===== src/rtl/path_mailbox_slave.sv =====
// Memory-mapped path-planning mailbox shared between a host and a RISC-V core.
// CPU stores to NODE feed a host-drained FIFO. A CPU store of 1 to DONE latches completion.
module path_mailbox_slave #(
  parameter logic [31:0] BASE_ADDR  = 32'h0200_0000,
  parameter int          NODE_W     = 5,
  parameter int          FIFO_DEPTH = 16,
  parameter logic [7:0]  PREV_RST   = 8'hFF
) (
  input  logic                          clk,
  input  logic                          reset,
  input  logic                          cpu_we,
  input  logic [31:0]                   cpu_addr,
  input  logic [31:0]                   cpu_wdata,
  output logic [31:0]                   cpu_rdata,
  input  logic                          ext_we,
  input  logic [31:0]                   ext_addr,
  input  logic [31:0]                   ext_wdata,
  output logic                          hit,
  output logic                          node_valid,
  output logic [NODE_W-1:0]             node_data,
  input  logic                          node_pop,
  output logic [$clog2(FIFO_DEPTH):0]   node_count,
  output logic                          overflow,
  output logic                          cpu_done
);

  localparam int PTR_W    = $clog2(FIFO_DEPTH);
  localparam int NREG     = 5;
  localparam int R_START  = 0;
  localparam int R_END    = 1;
  localparam int R_NODE   = 2;
  localparam int R_DONE   = 3;
  localparam int R_PREV   = 4;

  function automatic logic decode_hit(input logic [31:0] a);
    return (a[31:5] == BASE_ADDR[31:5]) && (a[1:0] == 2'b00) && (a[4:2] <= 3'd4);
  endfunction

  logic            cpu_hit;
  logic            ext_hit;
  logic [NREG-1:0] ext_sel;
  logic [NREG-1:0] cpu_sel;

  assign cpu_hit = decode_hit(cpu_addr);
  assign ext_hit = decode_hit(ext_addr);

  // Host writes take priority; a colliding CPU store loses all of its side effects.
  generate
    for (genvar gi = 0; gi < NREG; gi++) begin : g_sel
      assign ext_sel[gi] = ext_we && ext_hit && (ext_addr[4:2] == 3'(gi));
      assign cpu_sel[gi] = cpu_we && cpu_hit && (cpu_addr[4:2] == 3'(gi)) && !ext_sel[gi];
    end
  endgenerate

  logic [31:0]      start_q, start_d;
  logic [31:0]      end_q,   end_d;
  logic [31:0]      node_q,  node_d;
  logic [31:0]      prev_q,  prev_d;
  logic             done_q,  done_d;
  logic             ovf_q,   ovf_d;
  logic [PTR_W-1:0] wr_ptr_q, wr_ptr_d;
  logic [PTR_W-1:0] rd_ptr_q, rd_ptr_d;
  logic [PTR_W:0]   count_q,  count_d;
  logic [NODE_W-1:0] fifo_mem [FIFO_DEPTH];

  logic fifo_empty;
  logic fifo_full;
  logic push_req;
  logic do_push;
  logic do_pop;

  assign fifo_empty = (count_q == '0);
  assign fifo_full  = (count_q == (PTR_W+1)'(FIFO_DEPTH));
  assign push_req   = cpu_sel[R_NODE] && !done_q;
  assign do_pop     = node_pop && !fifo_empty;
  // A full FIFO still accepts a push when the head leaves in the same cycle.
  assign do_push    = push_req && (!fifo_full || do_pop);

  always_comb begin
    start_d  = start_q;
    end_d    = end_q;
    node_d   = node_q;
    prev_d   = prev_q;
    done_d   = done_q;
    ovf_d    = ovf_q;
    wr_ptr_d = wr_ptr_q;
    rd_ptr_d = rd_ptr_q;
    count_d  = count_q;

    if (ext_sel[R_START])      start_d = ext_wdata;
    else if (cpu_sel[R_START]) start_d = cpu_wdata;

    if (ext_sel[R_END])        end_d = ext_wdata;
    else if (cpu_sel[R_END])   end_d = cpu_wdata;

    if (ext_sel[R_NODE])       node_d = ext_wdata;
    else if (cpu_sel[R_NODE])  node_d = cpu_wdata;

    if (ext_sel[R_PREV])       prev_d = ext_wdata;
    else if (cpu_sel[R_PREV])  prev_d = cpu_wdata;

    if (ext_sel[R_DONE])                         done_d = ext_wdata[0];
    else if (cpu_sel[R_DONE] && cpu_wdata[0])    done_d = 1'b1;

    if (push_req && fifo_full && !do_pop) ovf_d = 1'b1;

    if (do_push) wr_ptr_d = wr_ptr_q + 1'b1;
    if (do_pop)  rd_ptr_d = rd_ptr_q + 1'b1;

    if (do_push && !do_pop)      count_d = count_q + 1'b1;
    else if (do_pop && !do_push) count_d = count_q - 1'b1;
  end

  always_ff @(posedge clk or negedge reset) begin
    if (!reset) begin
      start_q  <= '0;
      end_q    <= '0;
      node_q   <= '0;
      prev_q   <= {24'h0, PREV_RST};
      done_q   <= 1'b0;
      ovf_q    <= 1'b0;
      wr_ptr_q <= '0;
      rd_ptr_q <= '0;
      count_q  <= '0;
    end else begin
      start_q  <= start_d;
      end_q    <= end_d;
      node_q   <= node_d;
      prev_q   <= prev_d;
      done_q   <= done_d;
      ovf_q    <= ovf_d;
      wr_ptr_q <= wr_ptr_d;
      rd_ptr_q <= rd_ptr_d;
      count_q  <= count_d;
    end
  end

  // Storage needs no reset: the count/pointers define which entries are live.
  always_ff @(posedge clk) begin
    if (do_push) fifo_mem[wr_ptr_q] <= cpu_wdata[NODE_W-1:0];
  end

  always_comb begin
    cpu_rdata = '0;
    if (cpu_hit) begin
      case (cpu_addr[4:2])
        3'd0:    cpu_rdata = start_q;
        3'd1:    cpu_rdata = end_q;
        3'd2:    cpu_rdata = node_q;
        3'd3:    cpu_rdata = {31'h0, done_q};
        3'd4:    cpu_rdata = prev_q;
        default: cpu_rdata = '0;
      endcase
    end
  end

  assign hit        = cpu_hit;
  assign node_valid = !fifo_empty;
  assign node_data  = fifo_empty ? '0 : fifo_mem[rd_ptr_q];
  assign node_count = count_q;
  assign overflow   = ovf_q;
  assign cpu_done   = done_q;

endmodule


===== config.mk =====
export PLATFORM = sky130hd
export DESIGN_NAME = path_mailbox_slave
export DESIGN_NICKNAME = d
export VERILOG_FILES = /design/src/rtl/path_mailbox_slave.sv
export SDC_FILE = /design/constraint.sdc
export NUM_CORES = 1
export LEC_CHECK = 0
export ABC_AREA = 1
export CORE_MARGIN = 4
export CORE_UTILIZATION = 45
export DETAILED_ROUTE_END_ITERATION = 8
export MAX_ROUTING_LAYER = met4
export PLACE_DENSITY = 0.69
export REMOVE_ABC_BUFFERS = 1
export SYNTH_ARGS = -nofsm -noshare
export SYNTH_HDL_FRONTEND = slang
export SYNTH_SLANG_ARGS = --single-unit

===== constraint.sdc =====
create_clock -name clk -period 3.12 [get_ports clk]
set_input_delay 0.312 -clock clk [delete_from_list [all_inputs] [get_ports clk]]
set_output_delay 0.312 -clock clk [all_outputs]
set_load 0.02 [all_outputs]

* Yosys cells after proc, flatten, opt, wreduce, memory -nomap -nowiden
Memories as Yosys holds them, arrays and structs flattened. Index checks and enable logic that the tools add are counted. W data, S select, Z words.
Cells by class: bitwise logic cells 0, equality and inequality tests 11, shift-type cells 0, $lt $le $gt $ge 2, add/subtract/negate cells 4, $mul 0, multiplexer cells 17, divide/modulo/power cells 0, reduce and logical (&&, ||, !) cells 51
Operators by type and width (count):
- $mux W32 | 9
- $pmux W32 S5 | 1
- $eq A27 B21 Y1 const B | 2
- $logic_and A1 B1 Y1 | 29
- $mux W5 | 3
- $eq A3 B2 Y1 const B | 4
- $reduce_bool A2 Y1 | 6
- $logic_not A1 Y1 | 10
- $add A4 B1 Y4 const B | 2
- $eq A3 B1 Y1 const B | 2
- $eq A3 B3 Y1 const B | 2
- $le A3 B3 Y1 const B | 2
- $logic_not A3 Y1 | 2
- $add A5 B1 Y5 const B | 1
- $eq A5 B5 Y1 const B | 1
- $logic_not A5 Y1 | 1
- $sub A5 B1 Y5 const B | 1
- $logic_not A2 Y1 | 2
- $mux W1 | 4
- $logic_or A1 B1 Y1 | 1
Word-level totals: bits in writable memories 80, bits in latches 0, output and inout bits 46, input bits 133, memory bits (read-only) 0, logic and storage cells 95, memories 1, flip-flop bits (word level) 143
Memories:
- fifo_mem | depth 16, width 5, read ports 1, clocked after memory_dff 0, wr ports 1, RTL line 64 | logic [NODE_W-1:0] fifo_mem [FIFO_DEPTH];

* Longest topological paths before layout
depth after elaboration 13, mapped depth 19, mapped depth without buffers 18

* Worst setup path before layout
No wires, ideal clock.
path type register -> register, start point register count_q[3], in the netlist node_count[3], end point register count_q[4], in the netlist node_count[4], setup time 133 ps, arrival time 2932 ps, stages on the path, launching flop included 17, clock period less this slack 3065 ps, required time 2987 ps, slack 55 ps, cell sequence dfrtp_1 -> nor4_2 -> nand2_1 -> nand2_2 -> nand3_2 -> nand4_4 -> buf_6 -> inv_1 -> ha_1 -> inv_1 -> ha_1 -> a21o_1 -> a21oi_1 -> nand2_1 -> nand2_1 -> nor2_1 -> xor2_1
Between the ends: longest elaborated chain between the ends 8, elaborated cells between the ends (all ways) 16, those cells by class 2 x add/sub; 1 x eq/ne; 2 x mux; 11 x reduce/logical
RTL lines:
- start, declared | RTL line 63 | logic [PTR_W:0] count_q, count_d;
- start signal, assigned | RTL line 134 | count_q <= count_d;
- $logic_not A5 Y1 * | RTL line 72 | assign fifo_empty = (count_q == '0);
- $logic_not A1 Y1 *
- named net node_valid | RTL line 19 | output logic node_valid,
- $logic_and A1 B1 Y1 * | RTL line 75 | assign do_pop = node_pop && !fifo_empty;
- $logic_or A1 B1 Y1 * | RTL line 77 | assign do_push = push_req && (!fifo_full || do_pop);
- $logic_and A1 B1 Y1 * | RTL line 77
- named net do_push | RTL line 69 | logic do_push;
- $logic_not A1 Y1 | RTL line 111 | else if (do_pop && !do_push) count_d = count_q - 1'b1;
- $logic_and A1 B1 Y1 | RTL line 111
- $reduce_bool A2 Y1 (no line)
Mark *: on every way through the listed nets, which the timed path passes. The rest lies on a longest branch. The select of a mux whose other input is x is not followed. A chain may end at the register's enable or synchronous reset.

* Worst setup path in the final report
start point register rd_ptr_q[0], end point output node_data[0]
Between the ends: longest elaborated chain between the ends 2
RTL lines:
- start, declared | RTL line 62 | logic [PTR_W-1:0] rd_ptr_q, rd_ptr_d;
- start signal, assigned | RTL line 133 | rd_ptr_q <= rd_ptr_d;
- $mem_v2 Z16 W5
- $mux W5 | RTL line 159 | assign node_data = fifo_empty ? '0 : fifo_mem[rd_ptr_q];
- end, declared | RTL line 20 | output logic [NODE_W-1:0] node_data,
Every way passes these cells.

==> run metrics <==
CP Data Arrival Time=2.63 ns; sw power=1.38 mW; status=finished clean; worst-path fanout max=42; syn_area_per_cell=8.33 µm²; Clock Tree Buf Depth=3; Post-Synth Adder-Cell Area=0.0114; Die Ht=169 µm; pwr dens=430 nW/µm²; Remaining DRCs=0; sw frac=0.215; worst path required time=2.81 ns; Post-Synth Simple-Gate Area=0.228; fraction of layout cells with a size suffix above 1=0.0894; Root Buffer=clkbuf_16; CP Launch Type=register; final hold vios=0; Inserted Clock Buffers=25; Cell Area, Synth=11700 µm²; clk sink count=223; GRT Resource Usage Total=0.250; #FFs+latches synth=223; # Max-Cap Violations=0; Vias per Instance=5.58; number of global-route vias before repair=10628; HPWL after DPL=23.0 mm; core area=25300 µm²; final critical-path share of the clock period=0.942; IO Port Bufs=178; Post-DRT Antenna Nets=0; # fillers=2234; Cells after Synth=1402; Synth cell types=44; Pint=5.03 mW; top_reg_cell synth=dfrtp_1; min-delay worst type=in -> async; crit path from=rd_ptr_q[0]$_DFFE_PN0P_; CTS clk-pin slew, worst paths=0.06 ns; FF-to-FF Start=node_count[3]$_DFFE_PN0P_; I/O pin count=179; die width=169 µm; top-count cell post-synth=nand2_1; mux contribution to synthesized area=0; clock share of power=0.464; Slew Viols, Final=0; first-pass detailed-route iteration total=5; Synth Area in Compound Gates=0.172; Yosys Warn Count=0; Initial Util=0.461; WL per Instance=18.1 µm; Flop pwr share=0.474; Achievable Freq=0.340 GHz; slew margin rel.=0.490; Area growth syn-to-layout=27.5%; asr flop ratio synth=0.641; Least-Margin Pin Slew=0.762 ns; global-route wire length before repair=56.4 mm; Routed WL=35.2 mm; Tmin final=2.94 ns; final setup fails=0; Place WS=-0.0232 ns; Yosys top cell by area=dfrtp_1; Worst-Skew Late Latency=0.50 ns; Leak=6.44 nW; RD Place Congestion=0.855; global route total overflow=0; Worst Skew=0.00591 ns; CP endpoint kind=primary output; setup TNS=0 ns; Final WS setup=0.180 ns; vias=10833; initial antenna violation count=3; Final nets=1734; RSZ-0062 raised after global routing=false; # H-tree levels=1; synth top area cells=dfrtp_1 29%, edfxtp_1 21%, nand2_1 13%; Logic pwr share=0.063; Fin Hold WS=0.296 ns; sequential area share after synthesis=0.513; post-CTS setup buffer count=0; Rows=58; clock tree from TritonCTS=done; Post-synth EDFFs=80; largest net degree at the start of global routing=61; list of most frequent post-synthesis cells=391 x nand2_1, 184 x o21ai_1, 135 x dfrtp_1; main combinational cell family by area after synthesis=simple AND/OR/NAND/NOR gates; initial DRC count=905; share of the synthesized area in the top cell type=0.289; maximum vdd drop=394 µV; Synth Area in XOR/XNOR=0.00450; die footprint=28600 µm²; Crit Path Category=reg -> out
path summary, 6_finish.rpt:
kind	endpoint	slack [ns]	cells past startpoint
setup / recovery	node_data[0]	0.18	6
hold / removal	start_q[16]$_DFFE_PN0P_	0.30	2
setup reg to reg	node_count[4]$_DFFE_PN0P_	0.31	15
hold reg to reg	prev_q[4]$_DFFE_PN1P_	0.47	2
max in group asynchronous	prev_q[4]$_DFFE_PN1P_	1.94	3
min in group clk	node_q[20]$_DFFE_PN0P_	0.43	3
flip-flops by register name, indices dropped and copies added, names as in the netlist:
name        flops
cpu_done        1
wr_ptr_q        4
node_count      5
overflow        1
prev_q         32
end_q          32
fifo_mem       80
node_q         32
start_q        32
rd_ptr_q        4
layer usage:
metal,GRT usage,wire (µm),vias to the layer above
met4,0.0805,988,0
met1,0.323,14800,5135
met3,0.0308,2470,77
li1,-,-,5161
met5,-,0,-
met2,0.413,17000,460
layout by cell type (no fill, tap or decap), types with 5 or more instances in the layout:
cell             count
clkbuf_1             9
dfstp_2              8
dfrtp_1            134
nor2_1             130
o21ai_0             49
nor2_2               6
a221oi_1            13
clkdlybuf4s50_1    177
inv_1              103
nor3_1              20
o21ai_1            184
nand4_1             12
o221ai_1            18
o211ai_1            32
a21oi_1             20
xor2_1               5
buf_12               9
nand3_2              7
clkbuf_16           25
nand2_1            391
a41oi_1             19
nand3_1             45
edfxtp_1            80
clkinv_2             5
buf_4               51
ha_1                 9
logic make-up (layout without fill, tap and decap cells):
family                     Yosys count  in the layout
other                                0              3
xor gates and xnor gates             6              6
and+or+nand+nor                    631            631
DFF                                223            223
AOI/OAI and AO/OA                  345            345
buffers and inverters              187            395
adders and majority gates           10             10
layout make-up:
type	instances	area (µm²)	area share
diodes	3	7.51	0.000504
clock buffers	37	701	0.0471
clock inverters	9	124	0.00832
inverters	109	409	0.0275
multi-input cells	992	4880	0.328
flip-flops and latches	223	5990	0.402
well taps	330	413	0.0277
repair buffers	240	2370	0.159
power groups by stage:
stage / Clock, mW / Sequential, mW / Combinational (mW)
2_1_floorplan: 0 / 3.09 / 0.0829
3_3_place_gp: 0 / 3.09 / 0.395
3_5_place_dp: 0 / 3.09 / 0.399
4_1_cts: 3.00 / 3.04 / 0.401
5_1_grt: 3.12 / 3.04 / 0.434
6_report: 2.97 / 3.04 / 0.401
critical path: stages, from the launching register on:
cell             delay, ns
dfrtp_1               0.34
buf_4                 0.36
o21ai_0               0.17
o221ai_1              0.26
nand3_1               0.16
a21oi_1               0.19
clkdlybuf4s50_1       0.63
stage by stage:
stage / cells / util / total power, mW / cell area, µm²
global placement: 1893 / 0.554 / 3.49 / 14000
floorplan: 1324 / - / 3.18 / 11300
detailed placement: 1893 / 0.554 / 3.49 / 14000
finish: 1943 / 0.588 / 6.41 / 14900
global route: 1943 / 0.588 / 6.59 / 14900
CTS: 1940 / 0.587 / 6.44 / 14900
repair_timing:
action                                 CTS  global route
setup endpoints to repair                0             1
endpoints found under the hold margin   51             0
resized for setup                        0             2
hold buffers                             1             0
No activity file was read; power rests on OpenSTA's default activity.
